`src/rtl/if_id_fetch_buffer.sv`:
```
// ---------------------------------------------------------------------------
// if_id_fetch_buffer
//
// Decoupling buffer between the instruction fetch stage and the decode stage
// of the pipelined MIPS datapath. It holds {instruction, PC+4} pairs in a
// DEPTH-entry circular FIFO and presents the head entry to decode
// first-word-fall-through. Data pushed at a clock edge is visible on ID_*
// right after that edge. While the buffer is empty, ID_* reads as a NOP
// (all zeros).
//
// Parameters
//   DEPTH          number of entries (power of two, >= 2)
//   DATA_WIDTH     width of the instruction and PC+4 fields
//
// Ports
//   Clk            rising-edge clock
//   Reset          asynchronous, active-low reset
//   IF_Valid       fetch presents an instruction this cycle
//   IF_Instruction fetched instruction word
//   IF_PCPlus4     PC+4 of the fetched instruction
//   IF_Ready       buffer accepts a push this cycle (fetch holds PC when low)
//   ID_Valid       head entry is valid
//   ID_Instruction head instruction, 0 when empty
//   ID_PCPlus4     head PC+4, 0 when empty
//   ID_Ready       decode consumes the head this cycle
//   Flush          discard all entries (taken branch/jump), beats push/pop
//   Count          current occupancy
// ---------------------------------------------------------------------------
module if_id_fetch_buffer #(
    parameter int DEPTH      = 2,
    parameter int DATA_WIDTH = 32
) (
    input  logic                      Clk,
    input  logic                      Reset,
    input  logic                      IF_Valid,
    input  logic [DATA_WIDTH-1:0]     IF_Instruction,
    input  logic [DATA_WIDTH-1:0]     IF_PCPlus4,
    output logic                      IF_Ready,
    output logic                      ID_Valid,
    output logic [DATA_WIDTH-1:0]     ID_Instruction,
    output logic [DATA_WIDTH-1:0]     ID_PCPlus4,
    input  logic                      ID_Ready,
    input  logic                      Flush,
    output logic [$clog2(DEPTH):0]    Count
);

    localparam int PTR_W = $clog2(DEPTH);
    localparam int CNT_W = PTR_W + 1;

    logic [DATA_WIDTH-1:0] instr_mem [DEPTH];
    logic [DATA_WIDTH-1:0] pc_mem    [DEPTH];

    logic [PTR_W-1:0] rd_ptr;
    logic [PTR_W-1:0] wr_ptr;
    logic [CNT_W-1:0] count_q;

    logic push;
    logic pop;

    // Handshake flags depend only on the registered occupancy, so there is
    // no combinational path from IF_Valid/ID_Ready back to IF_Ready/ID_Valid.
    // A pop cannot free a slot for a push in the same cycle when full.
    assign IF_Ready = (count_q != CNT_W'(DEPTH));
    assign ID_Valid = (count_q != '0);

    assign push = IF_Valid & IF_Ready;
    assign pop  = ID_Valid & ID_Ready;

    assign Count = count_q;

    // First-word-fall-through head, forced to NOP when empty.
    assign ID_Instruction = ID_Valid ? instr_mem[rd_ptr] : '0;
    assign ID_PCPlus4     = ID_Valid ? pc_mem[rd_ptr]    : '0;

    always_ff @(posedge Clk or negedge Reset) begin
        if (!Reset) begin
            rd_ptr  <= '0;
            wr_ptr  <= '0;
            count_q <= '0;
        end else if (Flush) begin
            rd_ptr  <= '0;
            wr_ptr  <= '0;
            count_q <= '0;
        end else begin
            // DEPTH is a power of two, so natural pointer overflow is the wrap.
            if (push) begin
                wr_ptr <= wr_ptr + PTR_W'(1);
            end
            if (pop) begin
                rd_ptr <= rd_ptr + PTR_W'(1);
            end
            case ({push, pop})
                2'b10:   count_q <= count_q + CNT_W'(1);
                2'b01:   count_q <= count_q - CNT_W'(1);
                default: count_q <= count_q;
            endcase
        end
    end

    // Storage carries no reset; entries are only observable once written.
    always_ff @(posedge Clk) begin
        if (Reset && push && !Flush) begin
            instr_mem[wr_ptr] <= IF_Instruction;
            pc_mem[wr_ptr]    <= IF_PCPlus4;
        end
    end

endmodule

```
`config.mk`:
```
export PLATFORM = sky130hd
export DESIGN_NAME = if_id_fetch_buffer
export DESIGN_NICKNAME = d
export VERILOG_FILES = /design/src/rtl/if_id_fetch_buffer.sv
export SDC_FILE = /design/constraint.sdc
export NUM_CORES = 1
export LEC_CHECK = 0
export ABC_CLOCK_PERIOD_IN_PS = 7900
export BUFFER_PORTS_ARGS = -buffer_cell sky130_fd_sc_hd__buf_2
export CAP_MARGIN = 0
export CORE_MARGIN = 2
export CORE_UTILIZATION = 56
export DETAILED_ROUTE_END_ITERATION = 6
export PLACE_DENSITY = 0.84
export SYNTH_ARGS = -nofsm -noshare
export SYNTH_HDL_FRONTEND = slang
export SYNTH_SLANG_ARGS = --single-unit
```
`constraint.sdc`:
```
create_clock -name Clk -period 7.9 [get_ports Clk]
set_input_delay 0.395 -clock Clk [delete_from_list [all_inputs] [get_ports Clk]]
set_output_delay 0.395 -clock Clk [all_outputs]
set_load 0.03 [all_outputs]
```
# --- Yosys cells after proc, flatten, opt, wreduce, memory -nomap -nowiden ---
# Memories as Yosys holds them, arrays and structs flattened.
# Cells that the tools add are included.
word_totals:
  wordCells: 31
  ff_bits: 4
  in_bits: 69
  ramBits: 128
  mem_count: 2
memory_table:
  columns: ["name", "depth", "word_bits", "read_ports", "rd_clocked_by_memory_dff", "write_ports", "line", "source"]
  rows:
  - ["instr_mem", 2, 32, 1, 0, 1, "50", "logic [DATA_WIDTH-1:0] instr_mem [DEPTH];"]
  - ["pc_mem", 2, 32, 1, 0, 1, "51", "logic [DATA_WIDTH-1:0] pc_mem [DEPTH];"]
classes:
  n_addsub: 4
  n_eq_ne: 3
  bitwise: 2
  n_reduce_logical: 7
  muxes: 10
op_table:
  columns: ["cell", "count"]
  rows:
  - ["two-way mux 32 bit", 2]
  - ["two-way mux 1 bit", 6]
  - ["nonzero test 2 bit", 3]
  - ["one-hot mux 2 bit (2 select lines)", 1]
  - ["nonzero test 3 bit", 1]
  - ["adder 1 bit (second input constant)", 2]
  - ["adder 2 x 1 -> 2 bit (second input constant)", 1]
  - ["bitwise AND 1 bit", 2]
  - ["== test 2 x 1 -> 1 bit (second input constant)", 1]
  - ["== test 2 bit (second input constant)", 1]
  - ["logical AND 1 bit", 2]
  - ["two-way mux 2 bit", 1]
  - ["inequality test 2 bit (second input constant)", 1]
  - ["subtractor 2 x 1 -> 2 bit (second input constant)", 1]
  - ["logical NOT 1 bit", 1]

# --- Depth between registers and ports, before layout ---
depth:
  ltp_word: 6
  depth_mapped: 4
  ltp_nobuf: 4

# --- Worst setup path after synthesis ---
# Ideal clock, no wire load.
synth_path:
  path_kind: "flip-flop to flip-flop"
  from: "reg count_q[1], in the netlist Count[1]"
  to: "mem instr_mem[0][0] (enable)"
  t_arrival_ns: 3.818
  path_stages_with_launch: 5
  path_slack_ns: 3.595
  synth_period_minus_slack_ns: 4.305
  n_path_buf: 0
  cell_sequence: "dfrtp_1 > nor2b_1 > inv_1 > nand4b_1 > nor2_1"
synth_between:
  elab_chain_len: 6
synth_rtl:
  columns: ["element", "line", "source"]
  rows:
  - ["start, declared", "55", "logic [CNT_W-1:0] count_q;"]
  - ["start signal, assigned", "93", "2'b10: count_q <= count_q + CNT_W'(1);"]
  - ["start signal, assigned", "94", "2'b01: count_q <= count_q - CNT_W'(1);"]
  - ["start signal, assigned", "95", "default: count_q <= count_q;"]
  - ["inequality test 2 bit", "63", "assign IF_Ready = (count_q != CNT_W'(DEPTH));"]
  - ["named net IF_Ready", "38", "output logic IF_Ready,"]
  - ["bitwise AND 1 bit", "66", "assign push = IF_Valid & IF_Ready;"]
  - ["logical AND 1 bit (2 in a row)", "102", "if (Reset && push && !Flush) begin"]
  - ["two-way mux 1 bit", "102", null]
  - ["two-way mux 1 bit (not written as such)", "103", "instr_mem[wr_ptr] <= IF_Instruction;"]
  - ["end, declared", "50", null]
# The timed path passes the listed nets, and every way through them passes these cells.

# --- Final worst setup path ---
layout_path:
  from: "reg rd_ptr"
  to: "out ID_PCPlus4[23]"
layout_between:
  elab_chain_len: 2
layout_rtl:
  columns: ["element", "line", "source"]
  rows:
  - ["start, declared", "53", "logic [PTR_W-1:0] rd_ptr;"]
  - ["start signal, assigned", "90", "rd_ptr <= rd_ptr + PTR_W'(1);"]
  - ["memory (2 x 32 bit)", null, null]
  - ["two-way mux 32 bit", "73", "assign ID_PCPlus4 = ID_Valid ? pc_mem[rd_ptr] : '0;"]
  - ["end, declared", "41", "output logic [DATA_WIDTH-1:0] ID_PCPlus4,"]
# Every way passes these cells.

==> summary.txt <==
DIE
---------------------------------------------------------------------------------
I/O pin cnt                                                                   137
Total die area                                                           9760 µm²
Initial core utilization                                                    57.7%
Floorplan Core Area                                                      8720 µm²
DIE WIDTH                                                                 98.8 µm
Height of the chip                                                        98.8 µm
Count of standard-cell rows                                                    34

SETUP PATH
---------------------------------------------------------------------------------
Critical-path cell list                                              mux2i_1, nor2_1, buf_2
Master of the slowest instance on the critical path                  sky130_fd_sc_hd__dfrtp_4
Class of the most critical setup path                                register to output port
Maximum cell stage delay along the critical path                          1.17 ns
R2r startpoint                                                       Count[1]$_DFFE_PN0P_
Req. time, crit path                                                      7.51 ns
Number of buffer and inverter instances along the worst setup path              1
Startpoint class of the critical path                                    register
Flop-to-flop setup slack                                                  5.23 ns
Crit end category                                                     output port
Max Fanout on Critical Path                                                    65
Critical path arrival                                                     2.28 ns
Endpoint of the lowest-slack register-to-register path               instr_mem[1][20]$_DFFE_PP_
Count of cells along the worst register-to-register path                        5
Crit-path leading delay family                                         flip-flops

SYNTH
---------------------------------------------------------------------------------
Simple logic cell fraction of the synthesized area                          6.07%
Most instantiated library cell after synthesis                       sky130_fd_sc_hd__edfxtp_1
Multiplexer fraction of the synthesized cell area                           12.7%
Post-synthesis sequential area ratio                                        78.3%
Net count of the mapped netlist                                               367
Count of mapped cells out of synthesis                                        298
Share of the synthesized area in the top cell type                          76.4%
Main synth FF type                                                   sky130_fd_sc_hd__edfxtp_1
Count of flip-flops with a built-in enable after synthesis                    128
Syn avg cell area                                                        16.9 µm²
Largest family of logic cells by synthesized area                    multiplexers
Area contributors post-synth                                         sky130_fd_sc_hd__edfxtp_1 (76%), sky130_fd_sc_hd__mux2i_1 (13%), sky130_fd_sc_hd__nor2_1 (5.1%)
Cell area after synthesis                                                5030 µm²
Post-synthesis cell type with the largest combined area              sky130_fd_sc_hd__edfxtp_1
Count of state elements after synthesis                                       132
Area share of fa/ha/maj cells after synthesis                                  0%
Fraction of synthesized cell area in xor and xnor cells                    0.174%
Number of synthesis warnings                                                    0
Commonest cells in the synthesized netlist                           sky130_fd_sc_hd__edfxtp_1 (128), sky130_fd_sc_hd__nor2_1 (69), sky130_fd_sc_hd__mux2i_1 (64)
Compound-gate portion of the synthesized area                              0.771%
Count of cell types in the netlist                                             20
Fraction of registers with async set/reset                                  3.03%

GLOBAL ROUTE
---------------------------------------------------------------------------------
All-Layer GR Usage                                                          19.7%
Largest net degree at the start of global routing                              67
Number of antenna violations at the first check in global routing               0
First-pass GRT wire length                                                14.3 mm
Via count of the first global-routing pass                                   3103
GR Overflow Total                                                               0

ROUTING
---------------------------------------------------------------------------------
1st-iter DRT viols                                                             97
Avg WL per Cell                                                           16.4 µm
DRC violations left                                                             0
Average vias per placed instance                                             5.20
Pre-antenna DRT Iters                                                           4
Total wire length after detailed routing                                  9.23 mm
Detail Route Antenna Nets                                                       0
Total number of vias                                                         2925

STA
---------------------------------------------------------------------------------
Setup total negative slack                                                   0 ns
Transition at the pin with the smallest max-transition slack              1.12 ns
Fmax                                                                      373 MHz
Smallest setup slack after layout                                         5.22 ns
Min Clock Period, post-route                                              2.68 ns
Setup clock skew after layout                                          0.00688 ns
Final setup violating endpoints                                                 0
Setup repair after global routing missed its margin                            no
Slew Limit Headroom                                                         25.4%
Hold Vio Cnt, Final                                                             0
Pins over their slew limit                                                      0
Final period utilization                                                    33.9%

POWER AND IR DROP
---------------------------------------------------------------------------------
Maximum VDD drop                                                         0.209 mV
Leak Pwr                                                                  2.47 nW
Total power                                                               1.78 mW
Areal power density over the cells                                     276 nW/µm²

FINISH
---------------------------------------------------------------------------------
End-of-flow core utilization                                                74.0%
Number of inserted filler cells in the final layout                           561
Area taken by multi-input logic gates                                    1020 µm²
Number of antenna repair diodes                                                 0
Layout-stage area growth over the synthesis result                          28.2%
FF+latch area                                                            3950 µm²
Fraction of layout instances using a drive strength above 1                 38.0%
Final #Nets                                                                   512

CTS
---------------------------------------------------------------------------------
Clock tree sinks                                                              132
TritonCTS clock tree                                                          yes
Clock root buffer                                                    sky130_fd_sc_hd__clkbuf_8
Buffer levels on the longest clock path                                         2
Post-cts resize count                                                           0
Number of buffers created by CTS                                               17
Post-CTS Repair Setup Buffers                                                   0
Hold buffers post-CTS                                                           1
CTS clk-pin slew, worst paths                                             0.06 ns
Maximum level of the CTS H-tree                                                 4
Clock network latency to the later pin of the worst-skew pair             0.50 ns

HOLD PATH
---------------------------------------------------------------------------------
Capture endpoint of the worst hold path                              instr_mem[1][11]$_DFFE_PP_
Min-delay worst type                                                 input port to register
Number of cells on the worst hold path                                          1
Min-Delay Startpoint                                                 IF_Instruction[11]

STATUS
---------------------------------------------------------------------------------
Status                                                               complete, no violations

PLACED DESIGN
---------------------------------------------------------------------------------
Worst-case setup slack after placement                                    5.21 ns
Count of buffers from port buffering                                          136
HPWL after DPL                                                            5.92 mm
Routability-driven placement congestion ratio                               0.729

RUN
---------------------------------------------------------------------------------
Max_cap viols                                                                   0

-- flip-flops by register name, summed over array words and instances (netlist names) --
name / count
Count: 2
pc_mem: 64
wr_ptr: 1
rd_ptr: 1
instr_mem: 64
-- where the power goes --
group	internal [mW]	switching, mW	leakage, nW	total, mW
registers	0.786	0.0200	1.21	0.806
clock network	0.540	0.270	0.291	0.811
logic	0.0578	0.105	0.964	0.163
-- how the worst max path moves through the flow --
stage                         start                         to  depth (start not counted)
6_report         rd_ptr$_DFFE_PN0P_             ID_PCPlus4[23]                          3
5_1_grt        Count[1]$_DFFE_PN0P_     pc_mem[0][6]$_DFFE_PP_                          5
4_1_cts          rd_ptr$_DFFE_PN0P_             ID_PCPlus4[23]                          3
3_5_place_dp   Count[1]$_DFFE_PN0P_     pc_mem[1][2]$_DFFE_PP_                          5
3_3_place_gp   Count[1]$_DFFE_PN0P_     pc_mem[0][6]$_DFFE_PP_                          5
2_1_floorplan  Count[1]$_DFFE_PN0P_  instr_mem[0][0]$_DFFE_PP_                          4
-- kinds of logic (layout without fill, tap and decap cells) --
| family | Yosys count | after routing |
|---|---|---|
| AO/OA/AOI/OAI | 7 | 7 |
| XOR/XNOR | 1 | 1 |
| buffers and inverters | 18 | 175 |
| flip-flops | 132 | 132 |
| multiplexers | 64 | 64 |
| AND/OR/NAND/NOR | 76 | 76 |
-- area by class of cell --
cell class	instances	area share, %
flip-flops and latches	132	61.2
clock buffers	17	6.42
well taps	108	2.09
clock inverters	14	3.26
multi-input cells	148	15.7
inverters	4	0.233
repair buffers	140	11.1
-- layer usage --
layer / vias to the layer above / GRT usage, % / part of all wire (%) / routed length (µm)
met5: - / 0 / 0 / 0
met1: 1423 / 22.1 / 39 / 3570
met4: 0 / 9.59 / 1.8 / 170
met2: 96 / 34.6 / 54 / 4990
li1: 1393 / - / - / -
met3: 13 / 5.25 / 5.4 / 499
-- worst reg2reg max path, cell delays in order (launching register included) --
cell,delay [ns]
sky130_fd_sc_hd__dfrtp_1,0.47
sky130_fd_sc_hd__nor2b_1,0.19
sky130_fd_sc_hd__inv_1,0.11
sky130_fd_sc_hd__nand4b_1,0.23
sky130_fd_sc_hd__nor2_4,0.75
sky130_fd_sc_hd__buf_4,0.56
-- per-stage QoR --
step / instance area (µm²) / instances / hold slack, ns
6_report: 6450 / 563 / 0.0829
5_1_grt: 6450 / 563 / 0.0534
4_1_cts: 6450 / 563 / 0.0568
3_5_place_dp: 5820 / 531 / 0.214
3_3_place_gp: 5820 / 531 / 0.207
2_1_floorplan: 5030 / 298 / 0.0994
-- cell usage in the layout, fill, tap and decap left out, drive strengths merged, types with 3 or more instances in the layout --
cell type	instances
buf	139
bufinv	5
clkbuf	17
clkinv	4
clkinvlp	4
dfrtp	4
edfxtp	128
inv	5
mux2i	64
nor2	69
o21ai	3
(Power assumes the default switching activity.)
